`src/rtl/rhs_stim_sequencer.sv`:
```
// rhs_stim_sequencer: biphasic stimulation pulse-train sequencer for the RHS stim path.
//   Launches a train of cfg_npulse+1 biphasic pulses (PH1, optional GAP, PH2,
//   optional DELAY) timed in units of the external 50 us tick, driving per-channel
//   stim_on/stim_neg towards the RHS SPI command builder.
//   Ports: aclk/areset (sync, active-high); tick, start, stop strobes; cfg_* train
//   settings latched on start; stim_on/stim_neg per-channel drive; busy/done/aborted status.
//   Optional macro RHS_STIM_CHARGE_RECOVERY_EN adds cfg_cr_len and charge_recov
//   (a CR window after the last pulse).
module rhs_stim_sequencer #(
   parameter int NUM_CH = 32,
   parameter int CH_W   = $clog2(NUM_CH),
   parameter int T_W    = 16,
   parameter int N_W    = 8
) (
   input  logic              aclk,
   input  logic              areset,
   input  logic              tick,
   input  logic              start,
   input  logic              stop,
   input  logic              cfg_bipolar,
   input  logic              cfg_anodic_first,
   input  logic [CH_W-1:0]   cfg_ch_pos,
   input  logic [CH_W-1:0]   cfg_ch_neg,
   input  logic [T_W-1:0]    cfg_pw,
   input  logic [T_W-1:0]    cfg_ipg,
   input  logic [T_W-1:0]    cfg_ipd,
   input  logic [N_W-1:0]    cfg_npulse,
`ifdef RHS_STIM_CHARGE_RECOVERY_EN
   input  logic [T_W-1:0]    cfg_cr_len,
   output logic [NUM_CH-1:0] charge_recov,
`endif
   output logic [NUM_CH-1:0] stim_on,
   output logic [NUM_CH-1:0] stim_neg,
   output logic              busy,
   output logic              done,
   output logic              aborted
);
   typedef enum logic [2:0] {
      IDLE, ARM, PH1, GAP, PH2, DELAY,
`ifdef RHS_STIM_CHARGE_RECOVERY_EN
      CR,
`endif
      FIN
   } state_t;

   state_t            state_q;
   logic [T_W-1:0]    cnt_q, pw_q, ipg_q, ipd_q;
   logic [N_W-1:0]    pcnt_q;
   logic [CH_W-1:0]   pos_q, neg_q;
   logic              bip_q, anod_q;
`ifdef RHS_STIM_CHARGE_RECOVERY_EN
   logic [T_W-1:0]    cr_q;
`endif

   logic              ph_end, in_ph, abort, pos_sink;
   logic [NUM_CH-1:0] pos_oh, neg_oh;

   always_comb begin
      ph_end   = tick && cnt_q == T_W'(1);
      in_ph    = state_q == PH1 || state_q == PH2;
      abort    = stop && !(state_q inside {IDLE, FIN});
      // cathodic-first PH1 sinks on the positive electrode; anodic-first flips both phases
      pos_sink = (state_q == PH1) ^ anod_q;
      pos_oh   = NUM_CH'(1) << pos_q;
      neg_oh   = bip_q ? NUM_CH'(1) << neg_q : '0;
   end

   always_ff @(posedge aclk) begin
      if (areset) begin
         state_q  <= IDLE;
         cnt_q    <= '0;
         pcnt_q   <= '0;
         pw_q     <= '0;
         ipg_q    <= '0;
         ipd_q    <= '0;
         pos_q    <= '0;
         neg_q    <= '0;
         bip_q    <= 1'b0;
         anod_q   <= 1'b0;
         stim_on  <= '0;
         stim_neg <= '0;
         busy     <= 1'b0;
         done     <= 1'b0;
         aborted  <= 1'b0;
`ifdef RHS_STIM_CHARGE_RECOVERY_EN
         cr_q         <= '0;
         charge_recov <= '0;
`endif
      end else begin
         // outputs follow the state one cycle late; an abort forces them quiet at once
         stim_on  <= in_ph && !abort ? pos_oh | neg_oh : '0;
         stim_neg <= in_ph && !abort ? (pos_sink ? pos_oh : neg_oh) : '0;
         busy     <= !abort && !(state_q inside {IDLE, FIN});
         done     <= state_q == FIN;
         aborted  <= abort;
`ifdef RHS_STIM_CHARGE_RECOVERY_EN
         charge_recov <= state_q == CR && !abort ? pos_oh | neg_oh : '0;
`endif
         // loads in the case below override this decrement on phase boundaries
         if (tick && cnt_q != '0) cnt_q <= cnt_q - T_W'(1);
         if (abort) begin
            state_q <= IDLE;
            cnt_q   <= '0;
            pcnt_q  <= '0;
         end else begin
            case (state_q)
               IDLE: if (start) begin
                  state_q <= ARM;
                  bip_q   <= cfg_bipolar && cfg_ch_pos != cfg_ch_neg;
                  anod_q  <= cfg_anodic_first;
                  pos_q   <= cfg_ch_pos;
                  neg_q   <= cfg_ch_neg;
                  pw_q    <= cfg_pw == '0 ? T_W'(1) : cfg_pw;
                  ipg_q   <= cfg_ipg;
                  ipd_q   <= cfg_ipd;
                  pcnt_q  <= cfg_npulse;
`ifdef RHS_STIM_CHARGE_RECOVERY_EN
                  cr_q    <= cfg_cr_len;
`endif
               end
               ARM: if (tick) begin
                  state_q <= PH1;
                  cnt_q   <= pw_q;
               end
               PH1: if (ph_end) begin
                  state_q <= ipg_q != '0 ? GAP : PH2;
                  cnt_q   <= ipg_q != '0 ? ipg_q : pw_q;
               end
               GAP: if (ph_end) begin
                  state_q <= PH2;
                  cnt_q   <= pw_q;
               end
               PH2: if (ph_end) begin
                  if (pcnt_q == '0) begin
`ifdef RHS_STIM_CHARGE_RECOVERY_EN
                     state_q <= cr_q != '0 ? CR : FIN;
                     cnt_q   <= cr_q;
`else
                     state_q <= FIN;
`endif
                  end else begin
                     pcnt_q  <= pcnt_q - N_W'(1);
                     state_q <= ipd_q != '0 ? DELAY : PH1;
                     cnt_q   <= ipd_q != '0 ? ipd_q : pw_q;
                  end
               end
               DELAY: if (ph_end) begin
                  state_q <= PH1;
                  cnt_q   <= pw_q;
               end
`ifdef RHS_STIM_CHARGE_RECOVERY_EN
               CR: if (ph_end) state_q <= FIN;
`endif
               FIN: state_q <= IDLE;
               default: state_q <= IDLE;
            endcase
         end
      end
   end
endmodule

```
`config.mk`:
```
export PLATFORM = sky130hd
export DESIGN_NAME = rhs_stim_sequencer
export DESIGN_NICKNAME = d
export VERILOG_FILES = /design/src/rtl/rhs_stim_sequencer.sv
export SDC_FILE = /design/constraint.sdc
export NUM_CORES = 1
export LEC_CHECK = 0
export BUFFER_PORTS_ARGS = -buffer_cell sky130_fd_sc_hd__buf_2
export CAP_MARGIN = 20
export CORE_MARGIN = 3
export CORE_UTILIZATION = 60
export CTS_CLUSTER_SIZE = 12
export DETAILED_ROUTE_END_ITERATION = 10
export PLACE_DENSITY = 0.85
export SLEW_MARGIN = 10
export SYNTH_ARGS = -nofsm -noshare
export SYNTH_HDL_FRONTEND = slang
export SYNTH_SLANG_ARGS = --single-unit
```
`constraint.sdc`:
```
create_clock -name aclk -period 5.8 [get_ports aclk]
set_clock_uncertainty 0.2 [all_clocks]
set_input_delay 0.58 -clock aclk [delete_from_list [all_inputs] [get_ports aclk]]
set_output_delay 0.58 -clock aclk [all_outputs]
set_load 0.005 [all_outputs]
```
==> impl_metrics.tcl <==
set metrics [dict create \
    tightest_slew_ps 1084 \
    drc 0 \
    fp.dieW_um 119.4 \
    fin_ws_ps 2869 \
    crit_arrival_ps 3010 \
    p_per_area_mw_per_mm2 439.8 \
    final-setup-viol-count 0 \
    dpl_worst_slack_ps 2727 \
    clk_latency_ps 430 \
    grt_pass1_vias 7201 \
    slowest_stage "dfxtp_1" \
    dieHeight_um 119.4 \
    ys_seq_area_share_pct 39.98 \
    fp-row-count 40 \
    numPortBuffers 139 \
    peakVddDrop_mv 0.2349 \
    synthTopCellsByArea "dfxtp_1 40%, a21oi_1 9.7%, nand2_1 6.9%" \
    grt_start_max_net_pins 67 \
    slowest_delay_ps 770 \
    hold_violations 0 \
    cts_setup_buffers 0 \
    cp.required_ps 5880 \
    cp.buffers_inverters 2 \
    pwr-share-clk_pct 28.6 \
    comb_power_share_pct 35.9 \
    rsz0062_at_grt "no" \
    status "finished clean" \
    cpLargestDelayFamily "flip-flops" \
    avgSynthCellArea_um2 7.750 \
    cts.sinks 154 \
    path_cells "xor2_1, nand2b_1, a21oi_1, buf_4, o21ai_4, buf_4, a21oi_1" \
    synth-edff-count 0 \
    synth_nets 1071 \
    period_minus_slack_ps 2931 \
    clkSlewWorstSetupHoldPaths_ps 60 \
    cts-hold-fix-buffers 0 \
    core-area_mm2 0.01226 \
    htree_levels 4 \
    dr_total_vias 8124 \
    drtIter0Drc 1286 \
    power.internal_mw 2.363 \
    finalSetupTns_ps 0 \
    cts_resized 0 \
    hold_path_class "in -> reg" \
    drv_cap 0 \
    io_pins 140 \
    synth_area_mm2 0.007711 \
    multiInputGateArea_mm2 0.004293 \
    start_kind "flop" \
    power_mw 3.963 \
    synth_flop_cell "dfxtp_1" \
    synth_most_common_cell "dfxtp_1" \
    areaGrowthSynthToFinish_pct 16.86 \
    gp_congestion 1.064 \
    grt_overflow 0 \
    root_buffer "clkbuf_16" \
    drt-pass1-iter-count 6 \
    seqCellArea_mm2 0.003083 \
    wl_um 23210 \
    initial_utilization_pct 62.89 \
    async_reset_ff_share_pct 0 \
    dpl.hpwl_um 15980 \
    cts_made_buffers 17 \
    swShare_pct 40.39 \
    maxSlewHeadroom_pct 27.60 \
    end_kind "flop" \
    grt_pass1_wl_um 36870 \
    syn_inst 995 \
    synth_top_area_share_pct 39.98 \
    ys_types 73 \
    routedWlPerCell_um 18.34 \
    power_frac_seq_pct 35.5 \
    cts_tree "done" \
    fill_cells 987 \
    drv_slew 0 \
    yosys.area.top_type "dfxtp_1" \
    grt_usage_pct 31.94 \
    clk_path_buf_depth 2 \
    nets 1161 \
    drtAntennaViolNets 0 \
    die-area_mm2 0.01425 \
    yosys-top-cells-count "154 x dfxtp_1, 149 x a21oi_1, 142 x nand2_1" \
    critical_path_class "reg -> reg" \
    p_leak_nw 3.535 \
    ys_warn_count 0 \
    drive_above_1_share_pct 18.94 \
    switching_power_mw 1.601 \
    diodes 0 \
    ys_ff_latch 154 \
    antenna_found_initial 0 \
    worst-path-max-fanout 64 \
    post-route-period-util_pct 50.54 \
    clock.fmax_mhz 341.1 \
    final_util_pct 73.49 \
    via_per_inst 6.417 \
]
==> state kept, by name, indices dropped and copies added, names as in the netlist <==
name and flops:
stim_on 32, pw_q 16, ipg_q 16, anod_q 1, bip_q 1, pcnt_q 8
busy 1, pos_q 5, ipd_q 16, stim_neg 32, done 1, state_q 3
neg_q 5, cnt_q 16, aborted 1
==> metrics by stage <==
step	instance area, um2	std cells	hold WS, ps
CTS	8985	1263	179.2
floorplan	7711	995	248.6
finish	9011	1266	184.1
global placement	8379	1231	263.0
detailed placement	8379	1231	280.3
global route	9011	1266	181.1
==> per-layer routing <==
metal	part of all wire [%]	track usage, %
met1	40	41.09
met2	47	52.38
met3	9.9	5.793
met4	3.8	14.24
met5	0	0
==> worst paths after layout <==
check | cells past startpoint | to | startpoint | slack [ps]
worst max-delay path | 7 | stim_neg[31] | state_q[2] | 2870
worst min-delay path | 3 | ipg_q[1] | cfg_ipg[1] | 180
worst max register to register | 7 | stim_neg[31] | state_q[2] | 2870
worst min register to register | 2 | ipd_q[12] | ipd_q[12] | 290
==> power groups by stage <==
stage | sequential (mW) | clock, mW | combinational [mW]
3_5_place_dp | 1.41 | 0 | 1.37
3_3_place_gp | 1.41 | 0 | 1.36
6_report | 1.41 | 1.13 | 1.42
4_1_cts | 1.39 | 1.14 | 1.39
5_1_grt | 1.42 | 1.19 | 1.56
2_1_floorplan | 1.30 | 0 | 1.11
==> area by class of cell <==
cell class / count / area share [%]
well taps: 168 / 2.333
repair buffers: 151 / 8.761
flip-flops and latches: 154 / 34.21
multi-input cells: 753 / 47.64
inverters: 8 / 0.3332
clock buffers: 22 / 5.262
clock inverters: 10 / 1.458
==> cell usage in the layout, fill, tap and decap left out, types with 8 or more instances in the layout <==
cell         n
nand4_1     15
inv_1        8
a31oi_1     13
and3_1      10
a21oi_1    149
xor2_1      10
dfxtp_1    154
mux2i_1     14
nand3_1     48
xnor2_1      9
a32oi_1     14
nand2_1    141
buf_4       11
nor2_1      96
nor2b_1      9
a22oi_1     23
nor4_1      13
a211oi_1    11
o21ai_0     29
clkbuf_16   17
nor3_1      19
buf_2      139
nor3b_1     13
o21ai_1     15
==> cells by family (layout without fill, tap and decap cells) <==
logic type	count (synthesis)	after routing	share of synthesized area (%)
buffers and inverters	88	191	4.754
xor gates and xnor gates	21	21	2.385
AOI/OAI and AO/OA	299	299	23.63
DFF	154	154	39.98
and+or+nand+nor	413	413	26.51
muxes	17	17	2.255
adders and majority gates	3	3	0.4868
==> worst reg2reg max path, stage by stage (launching register included) <==
cell and delay (ps):
dfxtp_1 770, xor2_1 540, nand2b_1 210, a21oi_1 80, buf_4 230, o21ai_4 80, buf_4 510, a21oi_1 160
No activity file was read; power rests on OpenSTA's default activity.
